## src/rtl/wino_pkg.sv

```systemverilog
// Shared Winograd F(2x2,3x3) definitions: pixel width, tile size and the
// tile element-to-bit mapping used by both the tile feeder and the core.
package wino_pkg;
   localparam int PIX_W  = 8;
   localparam int TILE_N = 4;
   localparam int TILE_W = PIX_W * TILE_N * TILE_N;

   typedef logic [PIX_W-1:0] pix_t;
   // Window storage indexed [row][col], top-left = [0][0].
   typedef logic [TILE_N-1:0][TILE_N-1:0][PIX_W-1:0] win_t;

   function automatic int elem_lsb(input int i, input int j);
      return PIX_W * (TILE_N * i + j);
   endfunction

   function automatic logic [TILE_W-1:0] pack_tile(input win_t w);
      logic [TILE_W-1:0] t;
      t = {TILE_W{1'b0}};
      for (int i = 0; i < TILE_N; i++) begin
         for (int j = 0; j < TILE_N; j++) begin
            t[elem_lsb(i, j) +: PIX_W] = w[i][j];
         end
      end
      return t;
   endfunction
endpackage

```

## src/rtl/wino_tile_feeder_if.sv

```systemverilog
// Pixel-in / tile-out handshake bundle of the Winograd tile feeder.
// tile_idx exists only when WINO_TILE_CNT_EN is defined.
interface wino_tile_feeder_if;
   import wino_pkg::*;

   pix_t              pix_in;
   logic              pix_valid;
   logic              pix_ready;
   logic [TILE_W-1:0] tile_out;
   logic              tile_valid;
   logic              tile_ready;
   logic              frame_done;
`ifdef WINO_TILE_CNT_EN
   logic [15:0]       tile_idx;

   modport slave  (input  pix_in, pix_valid, tile_ready,
                   output pix_ready, tile_out, tile_valid, frame_done, tile_idx);
   modport master (output pix_in, pix_valid, tile_ready,
                   input  pix_ready, tile_out, tile_valid, frame_done, tile_idx);
`else
   modport slave  (input  pix_in, pix_valid, tile_ready,
                   output pix_ready, tile_out, tile_valid, frame_done);
   modport master (output pix_in, pix_valid, tile_ready,
                   input  pix_ready, tile_out, tile_valid, frame_done);
`endif
endinterface

```

## src/rtl/wino_line_buf.sv

```systemverilog
// Three cascaded IMG_W-deep shift rows; each tap is the pixel at the
// current column one, two and three rows above the incoming pixel.
module wino_line_buf
   import wino_pkg::*;
#(
   parameter int IMG_W = 16
) (
   input  logic clk,
   input  logic we,
   input  pix_t din,
   output pix_t tap1,
   output pix_t tap2,
   output pix_t tap3
);
   pix_t row0_r [IMG_W];
   pix_t row1_r [IMG_W];
   pix_t row2_r [IMG_W];

   // Shift all three rows by one pixel per accepted input.
   always_ff @(posedge clk) begin
      if (we) begin
         row0_r[0] <= din;
         row1_r[0] <= row0_r[IMG_W-1];
         row2_r[0] <= row1_r[IMG_W-1];
         for (int k = 1; k < IMG_W; k++) begin
            row0_r[k] <= row0_r[k-1];
            row1_r[k] <= row1_r[k-1];
            row2_r[k] <= row2_r[k-1];
         end
      end
   end

   assign tap1 = row0_r[IMG_W-1];
   assign tap2 = row1_r[IMG_W-1];
   assign tap3 = row2_r[IMG_W-1];
endmodule

```

## src/rtl/wino_tile_feeder.sv

```systemverilog
// Raster pixel stream to stride-2 overlapping 4x4 tiles for a Winograd core.
// Optional feature: define WINO_TILE_CNT_EN to add the tile_idx output.
module wino_tile_feeder
   import wino_pkg::*;
#(
   parameter int IMG_W = 16,
   parameter int IMG_H = 16
) (
   input  logic clk,
   input  logic rst,
   wino_tile_feeder_if.slave bus
);
   localparam int CW = $clog2(IMG_W);
   localparam int RW = $clog2(IMG_H);
   localparam logic [CW-1:0] COL_LAST = CW'(IMG_W - 1);
   localparam logic [RW-1:0] ROW_LAST = RW'(IMG_H - 1);
   localparam logic [CW-1:0] COL_MIN  = CW'(TILE_N - 1);
   localparam logic [RW-1:0] ROW_MIN  = RW'(TILE_N - 1);

   logic [CW-1:0]     col_r;
   logic [RW-1:0]     row_r;
   win_t              win_r;
   win_t              win_nxt_s;
   pix_t              tap1_s, tap2_s, tap3_s;
   logic              pix_ready_s, accept_s, launch_s, last_s;
   logic [TILE_W-1:0] tile_out_r;
   logic              tile_valid_r;
   logic              frame_done_r;

   assign pix_ready_s = !tile_valid_r || bus.tile_ready;
   assign accept_s    = bus.pix_valid && pix_ready_s;

   wino_line_buf #(.IMG_W(IMG_W)) u_line_buf (
      .clk  (clk),
      .we   (accept_s),
      .din  (bus.pix_in),
      .tap1 (tap1_s),
      .tap2 (tap2_s),
      .tap3 (tap3_s)
   );

   // Tile bottoms sit on odd rows/cols from 3 up, which also keeps rows 0-2 of a frame out.
   always_comb begin
      launch_s = 1'b0;
      last_s   = 1'b0;
      if (accept_s) begin
         launch_s = (row_r >= ROW_MIN) && (col_r >= COL_MIN) && row_r[0] && col_r[0];
         last_s   = (row_r == ROW_LAST) && (col_r == COL_LAST);
      end else begin
         launch_s = 1'b0;
         last_s   = 1'b0;
      end
   end

   // Window after shifting in the accepted pixel's column.
   always_comb begin
      win_nxt_s = win_r;
      for (int i = 0; i < TILE_N; i++) begin
         for (int j = 0; j < TILE_N - 1; j++) begin
            win_nxt_s[i][j] = win_r[i][j+1];
         end
      end
      win_nxt_s[0][TILE_N-1] = tap3_s;
      win_nxt_s[1][TILE_N-1] = tap2_s;
      win_nxt_s[2][TILE_N-1] = tap1_s;
      win_nxt_s[3][TILE_N-1] = bus.pix_in;
   end

   // Raster position of the next pixel.
   always_ff @(posedge clk) begin
      if (rst) begin
         col_r <= {CW{1'b0}};
         row_r <= {RW{1'b0}};
      end else if (accept_s) begin
         if (col_r == COL_LAST) begin
            col_r <= {CW{1'b0}};
            row_r <= (row_r == ROW_LAST) ? {RW{1'b0}} : row_r + RW'(1);
         end else begin
            col_r <= col_r + CW'(1);
         end
      end
   end

   // Sliding window; contents need no reset.
   always_ff @(posedge clk) begin
      if (accept_s) begin
         win_r <= win_nxt_s;
      end
   end

   // Tile output register and end-of-frame pulse.
   always_ff @(posedge clk) begin
      if (rst) begin
         tile_out_r   <= {TILE_W{1'b0}};
         tile_valid_r <= 1'b0;
         frame_done_r <= 1'b0;
      end else begin
         frame_done_r <= last_s;
         if (launch_s) begin
            tile_out_r   <= pack_tile(win_nxt_s);
            tile_valid_r <= 1'b1;
         end else if (bus.tile_ready) begin
            tile_valid_r <= 1'b0;
         end
      end
   end

   assign bus.pix_ready  = pix_ready_s;
   assign bus.tile_out   = tile_out_r;
   assign bus.tile_valid = tile_valid_r;
   assign bus.frame_done = frame_done_r;

`ifdef WINO_TILE_CNT_EN
   logic [15:0] next_idx_r;
   logic [15:0] tile_idx_r;

   // The last pixel of a frame always launches a tile, so the index restarts there.
   always_ff @(posedge clk) begin
      if (rst) begin
         next_idx_r <= 16'd0;
         tile_idx_r <= 16'd0;
      end else begin
         if (launch_s) begin
            tile_idx_r <= next_idx_r;
         end
         if (last_s) begin
            next_idx_r <= 16'd0;
         end else if (launch_s) begin
            next_idx_r <= next_idx_r + 16'd1;
         end
      end
   end

   assign bus.tile_idx = tile_idx_r;
`endif
endmodule

```

## src/flat_wrapper.sv

```systemverilog
// flat-port wrapper written by rule: the top's interface ports become plain ports
module wino_tile_feeder_flat import wino_pkg::*;
#(
   parameter int IMG_W = 16,
   parameter int IMG_H = 16
)
  (clk, rst, bus_pix_in, bus_pix_valid, bus_tile_ready, bus_pix_ready, bus_tile_out, bus_tile_valid, bus_frame_done);
  wino_tile_feeder_if bus_i ();
  input  logic clk;
  input  logic rst;
  input wire logic [$bits(bus_i.pix_in)-1:0] bus_pix_in;
  input wire logic [$bits(bus_i.pix_valid)-1:0] bus_pix_valid;
  input wire logic [$bits(bus_i.tile_ready)-1:0] bus_tile_ready;
  output wire logic [$bits(bus_i.pix_ready)-1:0] bus_pix_ready;
  output wire logic [$bits(bus_i.tile_out)-1:0] bus_tile_out;
  output wire logic [$bits(bus_i.tile_valid)-1:0] bus_tile_valid;
  output wire logic [$bits(bus_i.frame_done)-1:0] bus_frame_done;
  assign bus_i.pix_in = bus_pix_in;
  assign bus_i.pix_valid = bus_pix_valid;
  assign bus_i.tile_ready = bus_tile_ready;
  assign bus_pix_ready = bus_i.pix_ready;
  assign bus_tile_out = bus_i.tile_out;
  assign bus_tile_valid = bus_i.tile_valid;
  assign bus_frame_done = bus_i.frame_done;
  wino_tile_feeder #(.IMG_W(IMG_W), .IMG_H(IMG_H)) u_core (.clk(clk), .rst(rst), .bus(bus_i));
endmodule
```

## config.mk

```make
export PLATFORM = sky130hd
export DESIGN_NAME = wino_tile_feeder_flat
export DESIGN_NICKNAME = d
export VERILOG_FILES = /design/src/rtl/wino_pkg.sv /design/src/rtl/wino_tile_feeder_if.sv /design/src/rtl/wino_line_buf.sv /design/src/rtl/wino_tile_feeder.sv /design/src/flat_wrapper.sv
export SDC_FILE = /design/constraint.sdc
export NUM_CORES = 1
export LEC_CHECK = 0
export CORE_MARGIN = 2
export CORE_UTILIZATION = 30
export CTS_CLUSTER_DIAMETER = 100
export DETAILED_ROUTE_END_ITERATION = 16
export GPL_TIMING_DRIVEN = 0
export HOLD_SLACK_MARGIN = 0.06
export PLACE_DENSITY_LB_ADDON = 0.25
export SKIP_LAST_GASP = 1
export SLEW_MARGIN = 20
export SYNTH_ARGS = -nofsm -noshare
export SYNTH_HDL_FRONTEND = slang
export SYNTH_SLANG_ARGS = --single-unit
```

## constraint.sdc

```tcl
create_clock -name clk -period 13.25 [get_ports clk]
set_clock_uncertainty 0.2 [all_clocks]
set_input_delay 2.65 -clock clk [delete_from_list [all_inputs] [get_ports clk]]
set_output_delay 2.65 -clock clk [all_outputs]
set_load 0.005 [all_outputs]
```

======== Word-level counts from Yosys, hierarchy flattened ========
Memories as Yosys holds them, arrays and structs flattened.
Cells that the tools add are included.
operators by class
  $add $sub $neg .......................... 2
  order comparisons ....................... 2
  equal/unequal tests ..................... 2
  muxes and demuxes ....................... 7
  bitwise logic cells ..................... 1
  reductions and logical operators ........ 10
operators by type and width
  kind                 count
  $add 4x1->4 const B  2
  $eq 4x4->1 const B   2
  $ge 4x2->1 const B   2
  $mux 4               2
  $logic_and 1x1->1    5
  $mux 1               5
  $reduce_and 2->1     1
  $reduce_bool 2->1    1
  $reduce_or 2->1      1
  $logic_not 1->1      1
  $logic_or 1x1->1     1
  $not 1->1            1
storage, ports and cells
  bits in registers ....................... 234
  RAM bits ................................ 384
  output and inout bits ................... 131
  memories kept ........................... 3
memory list
  memory                    depth  bits a word  rd ports  clocked after memory_dff  wr ports  RTL line             source
  u_core.u_line_buf.row0_r  16     8            16        0                         16        wino_line_buf.sv:15  pix_t row0_r [IMG_W];
  u_core.u_line_buf.row1_r  16     8            16        0                         16        wino_line_buf.sv:16  pix_t row1_r [IMG_W];
  u_core.u_line_buf.row2_r  16     8            16        0                         16        wino_line_buf.sv:17  pix_t row2_r [IMG_W];

======== Depth between registers and ports, before layout ========
  depth in word-level cells ............... 6
  depth in mapped cells ................... 7
  gate-level depth less buffers ........... 5

======== Hierarchy ========
From an unflattened synthesis, not the netlist that was laid out.
unflattened totals
  cell total of the unflattened synthesis .. 1096
  area, all modules ....................... 20784.9 µm²
modules (own cells, without submodules)
  module            times used  cells an instance  area an instance (µm²)
  wino_line_buf     1           392                11591.1
  wino_tile_feeder  1           704                9193.8

======== Worst setup path after synthesis ========
OpenSTA, ideal clock, no wires.
  path type ............................... input -> register
  start point ............................. in bus_tile_ready
  end point ............................... reg u_core.col_r[0]
  arrival ................................. 11.176 ns
  data required time ...................... 12.523 ns
  setup slack ............................. 1.347 ns
  stages .................................. 5
  path buffers ............................ 1
  path through ............................ nand2b_1 buf_2 nand2_1 inv_1 a211oi_1
between the ends
  longest elaborated chain between the ends .. 2
RTL lines
  what                    RTL line                source
  start: declaration      flat_wrapper.sv:13      input wire logic [$bits(bus_i.tile_ready)-1:0] bus_tile_ready;
  $logic_or 1x1->1        wino_tile_feeder.sv:30  assign pix_ready_s = !tile_valid_r || bus.tile_ready;
  net bus_pix_ready       flat_wrapper.sv:14      output wire logic [$bits(bus_i.pix_ready)-1:0] bus_pix_ready;
  $logic_and 1x1->1       wino_tile_feeder.sv:31  assign accept_s = bus.pix_valid && pix_ready_s;
  net u_core.accept_s     wino_tile_feeder.sv:25  logic pix_ready_s, accept_s, launch_s, last_s;
  end signal: assignment  wino_tile_feeder.sv:72  col_r <= {CW{1'b0}};
  end signal: assignment  wino_tile_feeder.sv:76  col_r <= {CW{1'b0}};
  end signal: assignment  wino_tile_feeder.sv:79  col_r <= col_r + CW'(1);
  end: declaration        wino_tile_feeder.sv:20  logic [CW-1:0] col_r;
The timed path passes the listed nets, and every way through them passes these cells.
A chain may end at the register's enable or synchronous reset.

======== Worst setup path after layout ========
  start point ............................. in bus_tile_ready
  end point ............................... out bus_pix_ready
between the ends
  longest elaborated chain between the ends .. 1
RTL lines
  what              RTL line
  $logic_or 1x1->1  wino_tile_feeder.sv:30
  end: declaration  flat_wrapper.sv:14
No other way between the ends.

==> metrics.txt <==
status complete, no violations; Hold Crit Class reg2reg; Mapped Cells 1016; CTS resizes 0; Worst path slowest cell clkdlybuf4s50_1; number of global-route vias before repair 8748; most common cell in the synthesized netlist edfxtp_1; Slew HR 30.8%; CORE AREA 59000 um^2; final slew viol count 0; die width 248 um; Synth async-reset ratio 0%; Routed wire per std cell 18.6 um; total number of yosys warnings 0; syn_nets 1030; Die H 248 um; H-tree depth 2; mux cell area share after synthesis 0.0560%; CTS root buffer clkbuf_16; Post-Syn Area 17900 um^2; register area share after synthesis 84.0%; top cell family by delay on the critical path buffers and inverters; synth top area cells edfxtp_1 (69%), dfxtp_1 (15%), a21oi_2 (4.9%); period utilization 51.7%; Area Overhead vs Synth 24.7%; Crit Path Class in2out; crit path time final 6.85 ns; Setup crit end kind output pin; Mean Syn Cell Area 17.6 um^2; commonest cells in the netlist edfxtp_1 (408), nand2_1 (200), dfxtp_1 (138); crit-path max cell delay 0.55 ns; Synth top area share 68.5%; ANT nets after route 0; Vias/cell 4.31; drt pass-1 iters 5; share of layout cells above drive strength 1 22.9%; number of synthesized flops with an enable pin 408; Leak 7.19 nW; HPWL after DPL 24.2 mm; Global Route Usage Sum 12.3%; Max Root-Sink Buffers 3; # IOs 143; main combinational cell family by area after synthesis simple AND/OR/NAND/NOR gates; cts-stage hold buffer count 0; CP bufs+invs 3; Skew-Pair Late Insertion Delay 0.60 ns; drt drc 0; Setup crit start kind input pin; area leader, netlist edfxtp_1; cts bufs inserted 57; total wire length 37.9 mm; RSZ-0062 raised after global routing false; Via Count 8793; Hold Fails Final Rpt 0; setup tns final 0 ns; largest net degree at the start of global routing 104; worst-path cell chain clkdlybuf4s50_1 > nand2b_1 > buf_2 > clkdlybuf4s50_1; Synth Area in Adders 0.140%; full die area 61600 um^2; Non-Filler Instances 2041; Crit path arrival time 4.00 ns; setup violators final 0; # clock sinks 546; WP data required 10.40 ns; Netlist cell types 30; PortBufs 140; Top FF cell, synth edfxtp_1; XOR/XNOR Fraction of Synth Area 0.147%; max-cap check violation count 0; Max VDD drop 98.4 uV; setup repair bufs after CTS 0; Synth Area in Compound Gates 6.09%; Initial DRC Count 669; Seq cells post-synth 546; slew at the pin closest to its max-slew limit 1.04 ns; clock-pin slew on the worst setup and hold paths 0.06 ns; placed cell count 1933; GR Overflow Total 0; final net count 1233; initial antenna violation count 0; crit-path max FO 10; Post-Synth Simple-Gate Area 7.05%; CTS tree done; placer congestion estimate 0.757; power per cell area 162 nW/um^2; row count 89; first-pass GRT wire length 55.3 mm; Worst path most repeated cell clkdlybuf4s50_1; Initial Util 30.3%; # diodes 0; fillers 5503; fmax 0.146 GHz
==> layout make-up <==
type | instances | area (um^2) | share of cell area (%)
tap | 773 | 967 | 4.34
clock inverter | 24 | 205 | 0.920
buffer | 45 | 455 | 2.04
multi-input combinational | 424 | 2410 | 10.8
clock buffer | 84 | 1720 | 7.73
sequential | 546 | 15000 | 67.3
inverter | 1 | 11.3 | 0.0505
timing repair buffer | 144 | 1510 | 6.78
==> sequential cells by signal, indices dropped and copies added (netlist names) <==
signal,cells
u_core.bus.tile_out,128
u_core.bus.frame_done,1
u_core.u_line_buf.row1_r,107
u_core.col_r,4
u_core.row_r,4
u_core.u_line_buf.row2_r,107
u_core.u_line_buf.row0_r,107
u_core.bus.tile_valid,1
u_core.win_nxt_s,87
==> path summary, 6_finish.rpt <==
| check | start | slack [ns] | end | cells past startpoint |
|---|---|---|---|---|
| worst max-delay path | bus_tile_ready | 6.40 | bus_pix_ready | 4 |
| worst min-delay path | u_core.u_line_buf.row0_r[1][0]$_DFFE_PP_ | 0.21 | u_core.u_line_buf.row0_r[1][8]$_DFFE_PP_ | 0 |
| worst max register to register | u_core.bus.tile_valid$_SDFFE_PP0P_ | 10.91 | u_core.u_line_buf.row0_r[1][54]$_DFFE_PP_ | 5 |
| worst min register to register | u_core.u_line_buf.row0_r[1][0]$_DFFE_PP_ | 0.21 | u_core.u_line_buf.row0_r[1][8]$_DFFE_PP_ | 0 |
==> kinds of logic after synthesis <==
logic type               after synthesis
buffers and inverters                 46
AO/OA/AOI/OAI                        139
AND/OR/NAND/NOR                      279
adder cells (fa/ha/maj)                2
XOR/XNOR                               3
flip-flops                           546
multiplexers                           1
==> cells in the final DEF (no fill, tap or decap), types with 4 or more instances in the layout <==
| cell type | count |
|---|---|
| clkinv_1 | 7 |
| a21oi_2 | 100 |
| edfxtp_1 | 408 |
| buf_16 | 4 |
| clkdlybuf4s50_1 | 140 |
| clkbuf_1 | 23 |
| clkinv_2 | 8 |
| nand3_1 | 5 |
| buf_6 | 16 |
| buf_8 | 4 |
| clkbuf_16 | 61 |
| dfxtp_1 | 138 |
| clkbuf_8 | 11 |
| a21oi_1 | 35 |
| buf_12 | 7 |
| nand2_2 | 60 |
| nand2_1 | 200 |
==> metrics by stage <==
stage	area (um^2)	total power, W	setup slack, ns	utilization (%)	hold slack (ns)
4_1_cts	22300	0.00366	6.42	37.8	0.215
2_1_floorplan	17900	0.00202	1.35	-	0.200
3_3_place_gp	20200	0.00206	-2.35	34.3	0.201
5_1_grt	22300	0.00374	6.36	37.8	0.215
6_report	22300	0.00361	6.40	37.8	0.211
3_5_place_dp	20400	0.00204	6.41	34.5	0.205
==> routing by layer <==
| layer | wire [um] | part of all wire [%] | global-route usage [%] |
|---|---|---|---|
| met5 | 0 | 0 | 0 |
| met4 | 880 | 2.3 | 4.39 |
| met3 | 2170 | 5.7 | 2.65 |
| met2 | 16900 | 45 | 18.5 |
| met1 | 18000 | 47 | 17.4 |
==> report_power, final <==
group	internal, W	switching [W]	total, W
Clock	0.000958	0.000651	0.00161
Combinational	0.00000873	0.0000405	0.0000492
Sequential	0.00192	0.0000291	0.00195
(Power assumes the default switching activity.)
